<file path="config.mk">
export PLATFORM = sky130hd
export DESIGN_NAME = z80_uart
export DESIGN_NICKNAME = d
export VERILOG_FILES = /design/src/rtl/z80_uart_pkg.sv /design/src/rtl/z80_uart_fifo.sv /design/src/rtl/z80_uart.sv
export SDC_FILE = /design/constraint.sdc
export NUM_CORES = 1
export LEC_CHECK = 0
export ABC_AREA = 1
export BUFFER_PORTS_ARGS = -buffer_cell sky130_fd_sc_hd__buf_4
export CELL_PAD_IN_SITES_DETAIL_PLACEMENT = 2
export CELL_PAD_IN_SITES_GLOBAL_PLACEMENT = 2
export CORE_MARGIN = 2
export CORE_UTILIZATION = 47
export CTS_BUF_LIST = sky130_fd_sc_hd__clkbuf_8
export CTS_CLUSTER_SIZE = 25
export DETAILED_ROUTE_END_ITERATION = 10
export MAX_ROUTING_LAYER = met4
export PLACE_DENSITY_LB_ADDON = 0.1
export SYNTH_ARGS = -nofsm -noshare
export SYNTH_HDL_FRONTEND = slang
export SYNTH_HIERARCHICAL = 1
export SYNTH_SLANG_ARGS = --single-unit
</file>
<file path="constraint.sdc">
create_clock -name i_clk -period 6.1 [get_ports i_clk]
set_input_delay 0 -clock i_clk [delete_from_list [all_inputs] [get_ports i_clk]]
set_output_delay 0 -clock i_clk [all_outputs]
set_load 0.005 [all_outputs]
</file>
<file path="src/rtl/z80_uart_pkg.sv">
// Shared definitions for the z80_uart serial port: register map, bit indices,
// engine state encodings and oversampling constants.
package z80_uart_defs;

  localparam int unsigned OVERSAMPLE = 16;
  localparam int unsigned TICK_W     = $clog2(OVERSAMPLE);

  localparam logic [TICK_W-1:0] TICK_LAST      = TICK_W'(OVERSAMPLE - 1);
  localparam logic [TICK_W-1:0] TICK_HALF_LAST = TICK_W'(OVERSAMPLE / 2 - 1);

  localparam logic [2:0] REG_DATA   = 3'd0;
  localparam logic [2:0] REG_STATUS = 3'd1;
  localparam logic [2:0] REG_CTRL   = 3'd2;
  localparam logic [2:0] REG_DIVL   = 3'd3;
  localparam logic [2:0] REG_DIVH   = 3'd4;

  localparam int unsigned ST_RX_NE   = 0;
  localparam int unsigned ST_TX_NF   = 1;
  localparam int unsigned ST_TX_IDLE = 2;
  localparam int unsigned ST_OE      = 3;
  localparam int unsigned ST_FE      = 4;

  localparam int unsigned CTRL_RXIE = 0;
  localparam int unsigned CTRL_TXIE = 1;
  localparam int unsigned CTRL_LOOP = 2;

  typedef enum logic [1:0] {TX_IDLE, TX_START, TX_DATA, TX_STOP} tx_state_e;
  typedef enum logic [1:0] {RX_IDLE, RX_START, RX_DATA, RX_STOP} rx_state_e;

endpackage

</file>
<file path="src/rtl/z80_uart_fifo.sv">
// Show-ahead synchronous FIFO; push to full and pop of empty are ignored,
// push+pop on a non-empty FIFO keeps occupancy unchanged.
module uart_fifo #(
  parameter int unsigned WIDTH = 8,
  parameter int unsigned DEPTH = 16
) (
  input  logic             i_clk,
  input  logic             i_reset_n,
  input  logic             push,
  input  logic             pop,
  input  logic [WIDTH-1:0] wdata,
  output logic [WIDTH-1:0] rdata,
  output logic             empty,
  output logic             full
);

  localparam int unsigned AW = $clog2(DEPTH);
  localparam int unsigned CW = AW + 1;

  logic [WIDTH-1:0] mem [DEPTH];
  logic [AW-1:0]    wr_ptr;
  logic [AW-1:0]    rd_ptr;
  logic [CW-1:0]    count;
  logic [CW-1:0]    count_nxt;
  logic             do_push;
  logic             do_pop;

  always_comb begin
    do_pop    = pop & ~empty;
    do_push   = push & (~full | do_pop);
    count_nxt = count;
    case ({do_push, do_pop})
      2'b10:   count_nxt = CW'(count + CW'(1));
      2'b01:   count_nxt = CW'(count - CW'(1));
      default: count_nxt = count;
    endcase
  end

  always_ff @(posedge i_clk or negedge i_reset_n) begin
    if (!i_reset_n) begin
      wr_ptr <= '0;
      rd_ptr <= '0;
      count  <= '0;
      empty  <= 1'b1;
      full   <= 1'b0;
    end else begin
      if (do_push) wr_ptr <= AW'(wr_ptr + AW'(1));
      if (do_pop)  rd_ptr <= AW'(rd_ptr + AW'(1));
      count <= count_nxt;
      empty <= (count_nxt == '0);
      full  <= (count_nxt == CW'(DEPTH));
    end
  end

  // Storage is not reset; pointers and count define validity.
  always_ff @(posedge i_clk) begin
    if (do_push) mem[wr_ptr] <= wdata;
  end

  assign rdata = mem[rd_ptr];

endmodule

</file>
<file path="src/rtl/z80_uart.sv">
// Z80-bus 8N1 UART with TX/RX FIFOs and a 16x oversampling baud generator.
// Optional internal loopback (CTRL[2]) is built when Z80_UART_LOOPBACK_EN is defined.
module z80_uart
  import z80_uart_defs::*;
#(
  parameter int unsigned FIFO_DEPTH  = 16,
  parameter logic [15:0] DEFAULT_DIV = 16'd0
) (
  input  logic       i_clk,
  input  logic       i_reset_n,
  input  logic       i_cs_n,
  input  logic       i_rd_n,
  input  logic       i_wr_n,
  input  logic [2:0] i_addr,
  input  logic [7:0] i_data,
  output logic [7:0] o_data,
  output logic       o_data_en,
  output logic       o_int,
  output logic       o_tx,
  input  logic       i_rx
);

`ifdef Z80_UART_LOOPBACK_EN
  localparam logic [2:0] CTRL_MASK = 3'b111;
`else
  localparam logic [2:0] CTRL_MASK = 3'b011;
`endif

  logic        rd_act, wr_act, rd_prev, wr_prev, rd_edge, wr_edge;
  logic [2:0]  ctrl;
  logic [15:0] div, div_nxt, baud_cnt;
  logic        tick, div_wr;
  logic        oe, fe, oe_set, fe_set, status_rd;
  logic [7:0]  status, rd_mux;

  logic       tx_push, tx_pop, tx_empty, tx_full;
  logic [7:0] tx_rdata;
  logic       rx_push, rx_pop, rx_empty, rx_full;
  logic [7:0] rx_rdata;

  tx_state_e         tx_state, tx_state_nxt;
  logic [TICK_W-1:0] tx_tick_cnt, tx_tick_nxt;
  logic [2:0]        tx_bit_cnt, tx_bit_nxt;
  logic [7:0]        tx_shift, tx_shift_nxt;
  logic              tx_line_nxt;

  rx_state_e         rx_state, rx_state_nxt;
  logic [TICK_W-1:0] rx_tick_cnt, rx_tick_nxt;
  logic [2:0]        rx_bit_cnt, rx_bit_nxt;
  logic [7:0]        rx_shift, rx_shift_nxt;
  logic              rx_sync1, rx_sync2, rx_in;

  // Side effects fire only on the first clock of each bus access.
  assign rd_act  = ~i_cs_n & ~i_rd_n;
  assign wr_act  = ~i_cs_n & ~i_wr_n;
  assign rd_edge = rd_act & ~rd_prev;
  assign wr_edge = wr_act & ~wr_prev;

  assign tx_push   = wr_edge & (i_addr == REG_DATA);
  assign rx_pop    = rd_edge & (i_addr == REG_DATA);
  assign status_rd = rd_edge & (i_addr == REG_STATUS);
  assign div_wr    = wr_edge & ((i_addr == REG_DIVL) | (i_addr == REG_DIVH));
  assign tick      = (baud_cnt == 16'd0);

  always_comb begin
    div_nxt = div;
    if (wr_edge && i_addr == REG_DIVL) div_nxt[7:0]  = i_data;
    if (wr_edge && i_addr == REG_DIVH) div_nxt[15:8] = i_data;
  end

  always_comb begin
    status                 = 8'h00;
    status[ST_RX_NE]       = ~rx_empty;
    status[ST_TX_NF]       = ~tx_full;
    status[ST_TX_IDLE]     = tx_empty & (tx_state == TX_IDLE);
    status[ST_OE]          = oe;
    status[ST_FE]          = fe;
    case (i_addr)
      REG_DATA:   rd_mux = rx_empty ? 8'h00 : rx_rdata;
      REG_STATUS: rd_mux = status;
      REG_CTRL:   rd_mux = 8'(ctrl);
      REG_DIVL:   rd_mux = div[7:0];
      REG_DIVH:   rd_mux = div[15:8];
      default:    rd_mux = 8'h00;
    endcase
    o_data    = rd_act ? rd_mux : 8'h00;
    o_data_en = rd_act;
  end

  always_ff @(posedge i_clk or negedge i_reset_n) begin
    if (!i_reset_n) begin
      rd_prev  <= 1'b0;
      wr_prev  <= 1'b0;
      ctrl     <= 3'b000;
      div      <= DEFAULT_DIV;
      baud_cnt <= DEFAULT_DIV;
      oe       <= 1'b0;
      fe       <= 1'b0;
      o_int    <= 1'b0;
      rx_sync1 <= 1'b1;
      rx_sync2 <= 1'b1;
    end else begin
      rd_prev <= rd_act;
      wr_prev <= wr_act;
      if (wr_edge && i_addr == REG_CTRL) ctrl <= i_data[2:0] & CTRL_MASK;
      div <= div_nxt;
      if (div_wr || tick) baud_cnt <= div_nxt;
      else                baud_cnt <= baud_cnt - 16'd1;
      // A new error in the same cycle as a STATUS read wins over the clear.
      oe       <= oe_set | (oe & ~status_rd);
      fe       <= fe_set | (fe & ~status_rd);
      o_int    <= (ctrl[CTRL_RXIE] & ~rx_empty) | (ctrl[CTRL_TXIE] & tx_empty);
      rx_sync1 <= i_rx;
      rx_sync2 <= rx_sync1;
    end
  end

`ifdef Z80_UART_LOOPBACK_EN
  assign rx_in = ctrl[CTRL_LOOP] ? o_tx : rx_sync2;
`else
  assign rx_in = rx_sync2;
`endif

  uart_fifo #(.WIDTH(8), .DEPTH(FIFO_DEPTH)) u_tx_fifo (
    .i_clk     (i_clk),
    .i_reset_n (i_reset_n),
    .push      (tx_push),
    .pop       (tx_pop),
    .wdata     (i_data),
    .rdata     (tx_rdata),
    .empty     (tx_empty),
    .full      (tx_full)
  );

  uart_fifo #(.WIDTH(8), .DEPTH(FIFO_DEPTH)) u_rx_fifo (
    .i_clk     (i_clk),
    .i_reset_n (i_reset_n),
    .push      (rx_push),
    .pop       (rx_pop),
    .wdata     (rx_shift),
    .rdata     (rx_rdata),
    .empty     (rx_empty),
    .full      (rx_full)
  );

  always_ff @(posedge i_clk or negedge i_reset_n) begin
    if (!i_reset_n) begin
      tx_state    <= TX_IDLE;
      tx_tick_cnt <= '0;
      tx_bit_cnt  <= 3'd0;
      tx_shift    <= 8'h00;
      o_tx        <= 1'b1;
      rx_state    <= RX_IDLE;
      rx_tick_cnt <= '0;
      rx_bit_cnt  <= 3'd0;
      rx_shift    <= 8'h00;
    end else begin
      tx_state    <= tx_state_nxt;
      tx_tick_cnt <= tx_tick_nxt;
      tx_bit_cnt  <= tx_bit_nxt;
      tx_shift    <= tx_shift_nxt;
      o_tx        <= tx_line_nxt;
      rx_state    <= rx_state_nxt;
      rx_tick_cnt <= rx_tick_nxt;
      rx_bit_cnt  <= rx_bit_nxt;
      rx_shift    <= rx_shift_nxt;
    end
  end

  // TX engine: a frame is launched on a tick; STOP chains straight into the next START.
  always_comb begin
    tx_state_nxt = tx_state;
    tx_tick_nxt  = tx_tick_cnt;
    tx_bit_nxt   = tx_bit_cnt;
    tx_shift_nxt = tx_shift;
    tx_line_nxt  = o_tx;
    tx_pop       = 1'b0;
    case (tx_state)
      TX_IDLE: begin
        tx_line_nxt = 1'b1;
        if (tick && !tx_empty) begin
          tx_pop       = 1'b1;
          tx_shift_nxt = tx_rdata;
          tx_tick_nxt  = '0;
          tx_line_nxt  = 1'b0;
          tx_state_nxt = TX_START;
        end
      end
      TX_START: if (tick) begin
        tx_tick_nxt = TICK_W'(tx_tick_cnt + TICK_W'(1));
        if (tx_tick_cnt == TICK_LAST) begin
          tx_bit_nxt   = 3'd0;
          tx_line_nxt  = tx_shift[0];
          tx_state_nxt = TX_DATA;
        end
      end
      TX_DATA: if (tick) begin
        tx_tick_nxt = TICK_W'(tx_tick_cnt + TICK_W'(1));
        if (tx_tick_cnt == TICK_LAST) begin
          if (tx_bit_cnt == 3'd7) begin
            tx_line_nxt  = 1'b1;
            tx_state_nxt = TX_STOP;
          end else begin
            tx_shift_nxt = {1'b0, tx_shift[7:1]};
            tx_line_nxt  = tx_shift[1];
            tx_bit_nxt   = 3'(tx_bit_cnt + 3'd1);
          end
        end
      end
      TX_STOP: if (tick) begin
        tx_tick_nxt = TICK_W'(tx_tick_cnt + TICK_W'(1));
        if (tx_tick_cnt == TICK_LAST) begin
          if (!tx_empty) begin
            tx_pop       = 1'b1;
            tx_shift_nxt = tx_rdata;
            tx_line_nxt  = 1'b0;
            tx_state_nxt = TX_START;
          end else begin
            tx_state_nxt = TX_IDLE;
          end
        end
      end
      default: tx_state_nxt = TX_IDLE;
    endcase
  end

  // RX engine: confirm the start bit at mid-bit, then sample every bit centre.
  always_comb begin
    rx_state_nxt = rx_state;
    rx_tick_nxt  = rx_tick_cnt;
    rx_bit_nxt   = rx_bit_cnt;
    rx_shift_nxt = rx_shift;
    rx_push      = 1'b0;
    oe_set       = 1'b0;
    fe_set       = 1'b0;
    case (rx_state)
      RX_IDLE: if (tick && !rx_in) begin
        rx_tick_nxt  = '0;
        rx_state_nxt = RX_START;
      end
      RX_START: if (tick) begin
        rx_tick_nxt = TICK_W'(rx_tick_cnt + TICK_W'(1));
        if (rx_tick_cnt == TICK_HALF_LAST) begin
          rx_tick_nxt  = '0;
          rx_bit_nxt   = 3'd0;
          rx_state_nxt = rx_in ? RX_IDLE : RX_DATA;
        end
      end
      RX_DATA: if (tick) begin
        rx_tick_nxt = TICK_W'(rx_tick_cnt + TICK_W'(1));
        if (rx_tick_cnt == TICK_LAST) begin
          rx_shift_nxt = {rx_in, rx_shift[7:1]};
          rx_bit_nxt   = 3'(rx_bit_cnt + 3'd1);
          if (rx_bit_cnt == 3'd7) rx_state_nxt = RX_STOP;
        end
      end
      RX_STOP: if (tick) begin
        rx_tick_nxt = TICK_W'(rx_tick_cnt + TICK_W'(1));
        if (rx_tick_cnt == TICK_LAST) begin
          if (!rx_in)      fe_set  = 1'b1;
          else if (rx_full) oe_set = 1'b1;
          else             rx_push = 1'b1;
          rx_state_nxt = RX_IDLE;
        end
      end
      default: rx_state_nxt = RX_IDLE;
    endcase
  end

endmodule

</file>
Word level (Yosys, flattened, before mapping)
Memory sizes are Yosys's and may differ from the RTL's.
Index checks and enable logic that the tools add are counted.
- memories kept: 2
- logic and storage cells: 234
- flip-flop bits (word level): 106
- memory bits (writable): 256
- output and inout bits: 11
- input port bits: 17
- memory list (memory ; depth ; bits a word ; rd ports ; clocked after memory_dff ; wr ports ; RTL line ; text):
    u_rx_fifo.mem ; 16 ; 8 ; 1 ; 0 ; 1 ; z80_uart_fifo.sv:20 ; logic [WIDTH-1:0] mem [DEPTH];
    u_tx_fifo.mem ; 16 ; 8 ; 1 ; 0 ; 1 ; z80_uart_fifo.sv:20 ;
- bitwise gates (word level): 33
- add/subtract/negate cells: 13
- eq/ne operators: 41
- reduce and logical (&&, ||, !) cells: 28
- multiplexer cells: 88
- operator list (kind ; count):
    $mux W8 ; 11
    $pmux W8 S5 ; 1
    $mux W2 ; 17
    $ne A2 B2 Y1 const B ; 17
    $mux W1 ; 32
    $mux W3 ; 9
    $add A4 B1 Y4 const B ; 6
    $mux W4 ; 6
    $pmux W8 S3 ; 1
    $reduce_and A8 Y1 ; 3
    $pmux W5 S2 ; 2
    $and A1 B1 Y1 ; 17
    $logic_not A16 Y1 ; 1
    $mux W16 ; 1
    $pmux W2 S4 ; 2
    $sub A16 B1 Y16 const B ; 1
    $eq A2 B2 Y1 const B ; 6
    $pmux W3 S2 ; 2
    $pmux W4 S3 ; 1
    $add A5 B1 Y5 const B ; 2
    $eq A5 B5 Y1 const B ; 2
    $logic_not A5 Y1 ; 2
    $not A1 Y1 ; 10
    $sub A5 B1 Y5 const B ; 2
    other kinds (26) ; 49

Depth between registers and ports, before layout
- word-level depth: 10
- gate-level depth with buffers: 25

Modules after synthesis
Netlist, hierarchy kept.
- modules (own cells, without submodules) (module ; sequential area each (µm²) ; area an instance (µm²) ; cells an instance ; instances):
    uart_fifo ; 4220.3 ; 5988.2 ; 499 ; 2
    z80_uart ; 1905.6 ; 4189.0 ; 558 ; 1

Worst setup path after synthesis
OpenSTA, ideal clock, no wires.
- kind: register -> register
- start: register baud_cnt[0]
- end: register u_tx_fifo.full
- library setup time: 71 ps
- stages on the path, launching flop included: 23
- data required time: 6029 ps
- setup slack: 3114 ps
- buffers on the path: 0
- arrival: 2915 ps
- cells stage by stage: dfrtp_1 -> inv_1 -> ha_1 -> nand2_2 -> nor2_4 -> nand3_1 -> nor3_1 -> inv_1 -> nor2_4 -> inv_1 -> nand2_1 -> nand2_1 -> ha_1 -> nand2_1 -> inv_1 -> nor2_1 -> ha_1 -> nand2_1 -> nand2_1 -> or2_1 -> nor2_1 -> nand3_1 -> nor2_1
- word-level cells in the longest chain between the ends: 10
- elaborated cells between the ends (all ways): 12
- RTL lines (what ; RTL line ; text):
    start: declaration ; z80_uart.sv:31 ; logic [15:0] div, div_nxt, baud_cnt;
    start signal: assignment ; z80_uart.sv:107 ; if (div_wr || tick) baud_cnt <= div_nxt;
    start signal: assignment ; z80_uart.sv:108 ; else baud_cnt <= baud_cnt - 16'd1;
    $logic_not A16 Y1 (*) ; z80_uart.sv:63 ; assign tick = (baud_cnt == 16'd0);
    $logic_and A1 B1 Y1 ; z80_uart.sv:181 ; if (tick && !tx_empty) begin
    $mux W1 ; z80_uart.sv:181 ;
    $pmux W1 S2 (*) ; z80_uart.sv:178 ; case (tx_state)
    via tx_pop ; z80_uart.sv:36 ; logic tx_push, tx_pop, tx_empty, tx_full;
    $and A1 B1 Y1 (*) ; z80_uart_fifo.sv:29 ; do_pop = pop & ~empty;
    via u_tx_fifo.do_pop ; z80_uart_fifo.sv:26 ; logic do_pop;
    $or A1 B1 Y1 ; z80_uart_fifo.sv:30 ; do_push = push & (~full | do_pop);
    $and A1 B1 Y1 ; z80_uart_fifo.sv:30 ;
    $eq A2 B1 Y1 / $eq A2 B2 Y1 (equally long branches) ; z80_uart_fifo.sv:32 ; case ({do_push, do_pop})
    $pmux W5 S2 (*) ; z80_uart_fifo.sv:32 ;
    via u_tx_fifo.count_nxt[1] ; z80_uart_fifo.sv:24 ; logic [CW-1:0] count_nxt;
    $eq A5 B5 Y1 (*) ; z80_uart_fifo.sv:51 ; full <= (count_nxt == CW'(DEPTH));
    end signal: assignment ; z80_uart_fifo.sv:51 ;
    end: declaration ; z80_uart_fifo.sv:14 ; output logic full
Mark *: on every way through the listed nets, which the timed path passes. The rest lies on a longest branch.
A chain may end at the register's enable or synchronous reset.

Worst setup path after layout
Same ends and word-level chain as after synthesis.

==> qor.csv <==
metric,value,unit
Post-Syn Area,16200,um^2
"slowest stage delay, CP",0.42,ns
DP Area,16700,um^2
Hold Buf Count CTS,22,
highest clock rate,263,MHz
Slowest cell on crit path,dfrtp_1,
Crit path required time,6.68,ns
setup TNS,0,ns
Worst R2R End,u_tx_fifo/full,
hpwl dp,33.0,mm
Cell Rows,67,
Clock Root Buffer,clkbuf_8,
library cells used by synthesis,40,
CTS Buffer Depth,3,
simple-gate area share of the yosys netlist,17.9,%
synthesized area per cell,10.4,um^2
total CTS buffers,60,
RSZ-0062 raised after global routing,false,
I/O pin cnt,28,
Synth Instances,1556,
CP dominant cell by count,nand2_1,
GRT Total Usage,31.4,%
Max Cap Viol,0,
crit end category,flop,
Die ar.,35900,um^2
worst min path class,in -> reg,
vias in the first global route,13900,
WS Path Type,reg -> reg,
"Design Area, Final",18100,um^2
total wire length,52.9,mm
Congestion Overflow GR,0,
met3 routed WL,1.72,mm
routed wl met2,28.2,mm
Initial Utilization,48.0,%
share of cells above drive strength 1,9.90,%
DRC errors left,0,
Post-Route M1 WL,20.9,mm
Worst Path Arrival,4.39,ns
"Setup Fix Bufs, Post-CTS",0,
XOR/XNOR Fraction of Synth Area,1.57,%
worst skew pair latency,0.66,ns
Synthesized Nets,1601,
R2R cell count,22,
die height,189,um
Worst Tran Pin Value,1.04,ns
largest family of logic cells by synthesized area,simple AND/OR/NAND/NOR gates,
fin crit period,3.81,ns
skew final,0.0322,ns
Synth Register Bits,362,
FILL cells,3426,
CP Launch Type,flop,
Max-slew headroom,30.7,%
n_diodes,0,
Resize count post-CTS,0,
Hold Crit Depth,2,
die width,189,um
initial DRC count,725,
"CTS clk-pin slew, worst paths",0.06,ns
gpl congestion,0.804,
flop2flop setup slack,2.29,ns
post-synthesis adder-cell area fraction,2.17,%
Cell Pwr Density,338,nW/um^2
multiplexer share of the synthesized area,0,%
max-slew violations,0,
status,"finished, final reports clean",
CTS tree,yes,
Final Hold Vio Count,0,
"Core Util, Final",53.6,%
DR vias,12000,
compound-gate portion of the synthesized area,9.88,%
Avg Vias per Cell,5.66,
maximum vdd drop,222,uV
first-pass GRT wire length,82.3,mm
depth of the CTS H-tree,2,
maximum number of pins on one net before global-route repair,68,
Nets,1660,
sequential element share of the synthesized area,64.0,%
Crit Path Max Fanout,7,
Reg-to-Reg Start,baud_cnt[0],
# setup viols final,0,
cells along the critical path,inv_1 > ha_1 > nand2_2 > nor2_4 > nand3_1 > nor3_1 > inv_1 > nor2_4 > inv_1 > nand2_1 > nand2_1 > ha_1 > nand2_1 > inv_1 > nor2_1 > ha_1 > nand2_1 > nand2_1 > or2_1 > nor2_1 > nand3_1 > nor2_1,
core footprint,33700,um^2
sinks on the clock net,362,
initial antenna violation count,0,
ANT nets after route,0,
leakage power,7.31,nW
DR top layer,met4,
port bufs,27,
P&R area growth vs syn,11.8,%
fin crit share,62.4,%
number of synthesis warnings,6,
Hold Path Sink,rx_sync1,
detailed-route wire length per cell,25.0,um
drt first pass iters,5,
Worst Min Path Start,i_rx,
-- placed cells by master (no fill, tap or decap), types with 3 or more instances in the layout --
| cell | synthesis | routed |
|---|---|---|
| o21ai_0 | 160 | 160 |
| buf_4 | 1 | 34 |
| inv_2 | 3 | 3 |
| edfxtp_1 | 256 | 256 |
| nor2_2 | 12 | 12 |
| nand4_1 | 12 | 12 |
| dfrtp_1 | 101 | 97 |
| clkbuf_8 | 0 | 74 |
| o211ai_1 | 62 | 62 |
| nand2_2 | 3 | 3 |
| ha_1 | 28 | 28 |
| o211ai_2 | 4 | 4 |
| a21oi_1 | 7 | 7 |
| nand2_1 | 314 | 314 |
| dfrtp_2 | 0 | 4 |
| clkinv_2 | 0 | 6 |
| a31oi_1 | 6 | 6 |
| xnor2_1 | 8 | 8 |
| xor2_1 | 21 | 21 |
| o21ai_1 | 30 | 30 |
| or2_2 | 3 | 3 |
| nand3_1 | 73 | 73 |
| dlygate4sd3_1 | 0 | 21 |
| inv_1 | 92 | 107 |
| dfstp_2 | 5 | 5 |
| nor2_1 | 269 | 269 |
| nor3_1 | 5 | 5 |
| clkinv_1 | 3 | 19 |
| nor2_4 | 6 | 6 |
-- registers in the layout (all words and copies together) (netlist names), 2 cells and up, named ones only --
register,flops
u_rx_fifo/mem,128
u_tx_fifo/mem,128
baud_cnt,16
div,16
rx_shift,8
tx_shift,8
u_rx_fifo/count,5
u_tx_fifo/count,5
rx_tick_cnt,4
tx_tick_cnt,4
u_rx_fifo/rd_ptr,4
u_rx_fifo/wr_ptr,4
u_tx_fifo/rd_ptr,4
u_tx_fifo/wr_ptr,4
rx_bit_cnt,3
tx_bit_cnt,3
ctrl,2
tx_state,2
-- synthesized netlist by cell type --
cell type / n / area share (%)
o21bai_1: 1 / 0.046
nor2_1: 269 / 6.2
inv_2: 3 / 0.070
o211ai_1: 62 / 2.9
nand3_1: 73 / 2.3
a21oi_4: 1 / 0.10
nor3_4: 2 / 0.20
buf_6: 10 / 0.70
nand2_4: 1 / 0.070
clkbuf_2: 4 / 0.12
nand2_1: 314 / 7.3
buf_2: 24 / 0.74
dfstp_2: 5 / 0.81
buf_4: 1 / 0.046
or2_1: 2 / 0.077
o21ai_1: 30 / 0.93
ha_1: 28 / 2.2
nand2_2: 3 / 0.12
edfxtp_1: 256 / 48
inv_1: 92 / 2.1
xnor2_1: 8 / 0.43
nand3b_1: 1 / 0.046
o31ai_1: 1 / 0.046
or2_2: 3 / 0.12
inv_6: 2 / 0.11
a21oi_1: 7 / 0.22
o21ai_0: 160 / 5.0
nor3_1: 5 / 0.15
clkbuf_1: 20 / 0.46
nor2_2: 12 / 0.46
nor2_4: 6 / 0.42
a31oi_1: 6 / 0.23
clkinv_1: 3 / 0.070
a21oi_2: 1 / 0.054
o2111ai_1: 1 / 0.054
o211ai_2: 4 / 0.31
o21ai_2: 1 / 0.054
nand4_1: 12 / 0.46
dfrtp_1: 101 / 16
xor2_1: 21 / 1.1
-- cell type report --
type,count,area (um^2),area share [%]
Inverter,100,385,2.13
Tap cell,448,561,3.10
Multi-Input combinational cell,1035,5100,28.2
Sequential cell,362,10400,57.3
Clock inverter,39,161,0.893
Clock buffer,74,1020,5.64
Timing Repair Buffer,56,493,2.73
-- cell families (layout without fill, tap and decap cells) --
logic type | count (synthesis) | count (layout)
AND/OR/NAND/NOR | 703 | 703
AO/OA/AOI/OAI | 275 | 275
adder cells (fa/ha/maj) | 28 | 28
buffers and inverters | 159 | 269
XOR/XNOR | 29 | 29
flip-flops | 362 | 362
-- per-layer routing --
layer | global-route usage (%) | vias to the layer above
met5 | - | -
met4 | 13.5 | 0
met3 | 4.00 | 121
met2 | 55.9 | 245
met1 | 35.6 | 6159
li1 | - | 5431
-- through the flow --
stage,cells,total power [mW],hold WS (ns),setup WS [ns]
finish,2114,6.11,0.0479,2.29
global placement,1979,3.89,0.0237,2.62
CTS,2114,6.14,0.000309,2.30
global route,2114,6.40,0.0265,2.02
detailed placement,1979,3.99,0.0402,2.34
floorplan,1556,3.62,-0.296,3.11
-- critical path, delay by kind of cell, from the launching register on --
family	cells	cell delay (ns)
and+or+nand+nor	15	2.15
adders and majority gates	3	0.81
buffers and inverters	4	0.37
DFF	1	0.42
-- power by group --
group	total, mW	switching, mW	internal (mW)	leakage, nW
Combinational	1.02	0.708	0.309	2.83
Sequential	2.97	0.171	2.79	3.82
Clock	2.13	1.04	1.09	0.661
Total	6.11	1.92	4.19	7.31
-- worst max path at each step --
stage | start | to | slack, ns | cells past startpoint
3_5_place_dp | baud_cnt[0] | u_tx_fifo/full | 2.34 | 22
5_1_grt | baud_cnt[0] | u_tx_fifo/full | 2.02 | 22
2_1_floorplan | baud_cnt[0] | u_tx_fifo/full | 3.11 | 22
6_report | baud_cnt[0] | u_tx_fifo/full | 2.29 | 22
4_1_cts | baud_cnt[0] | u_tx_fifo/full | 2.30 | 22
3_3_place_gp | baud_cnt[0] | u_tx_fifo/full | 2.62 | 22
Note: power is estimated with default switching activity, not from simulation.
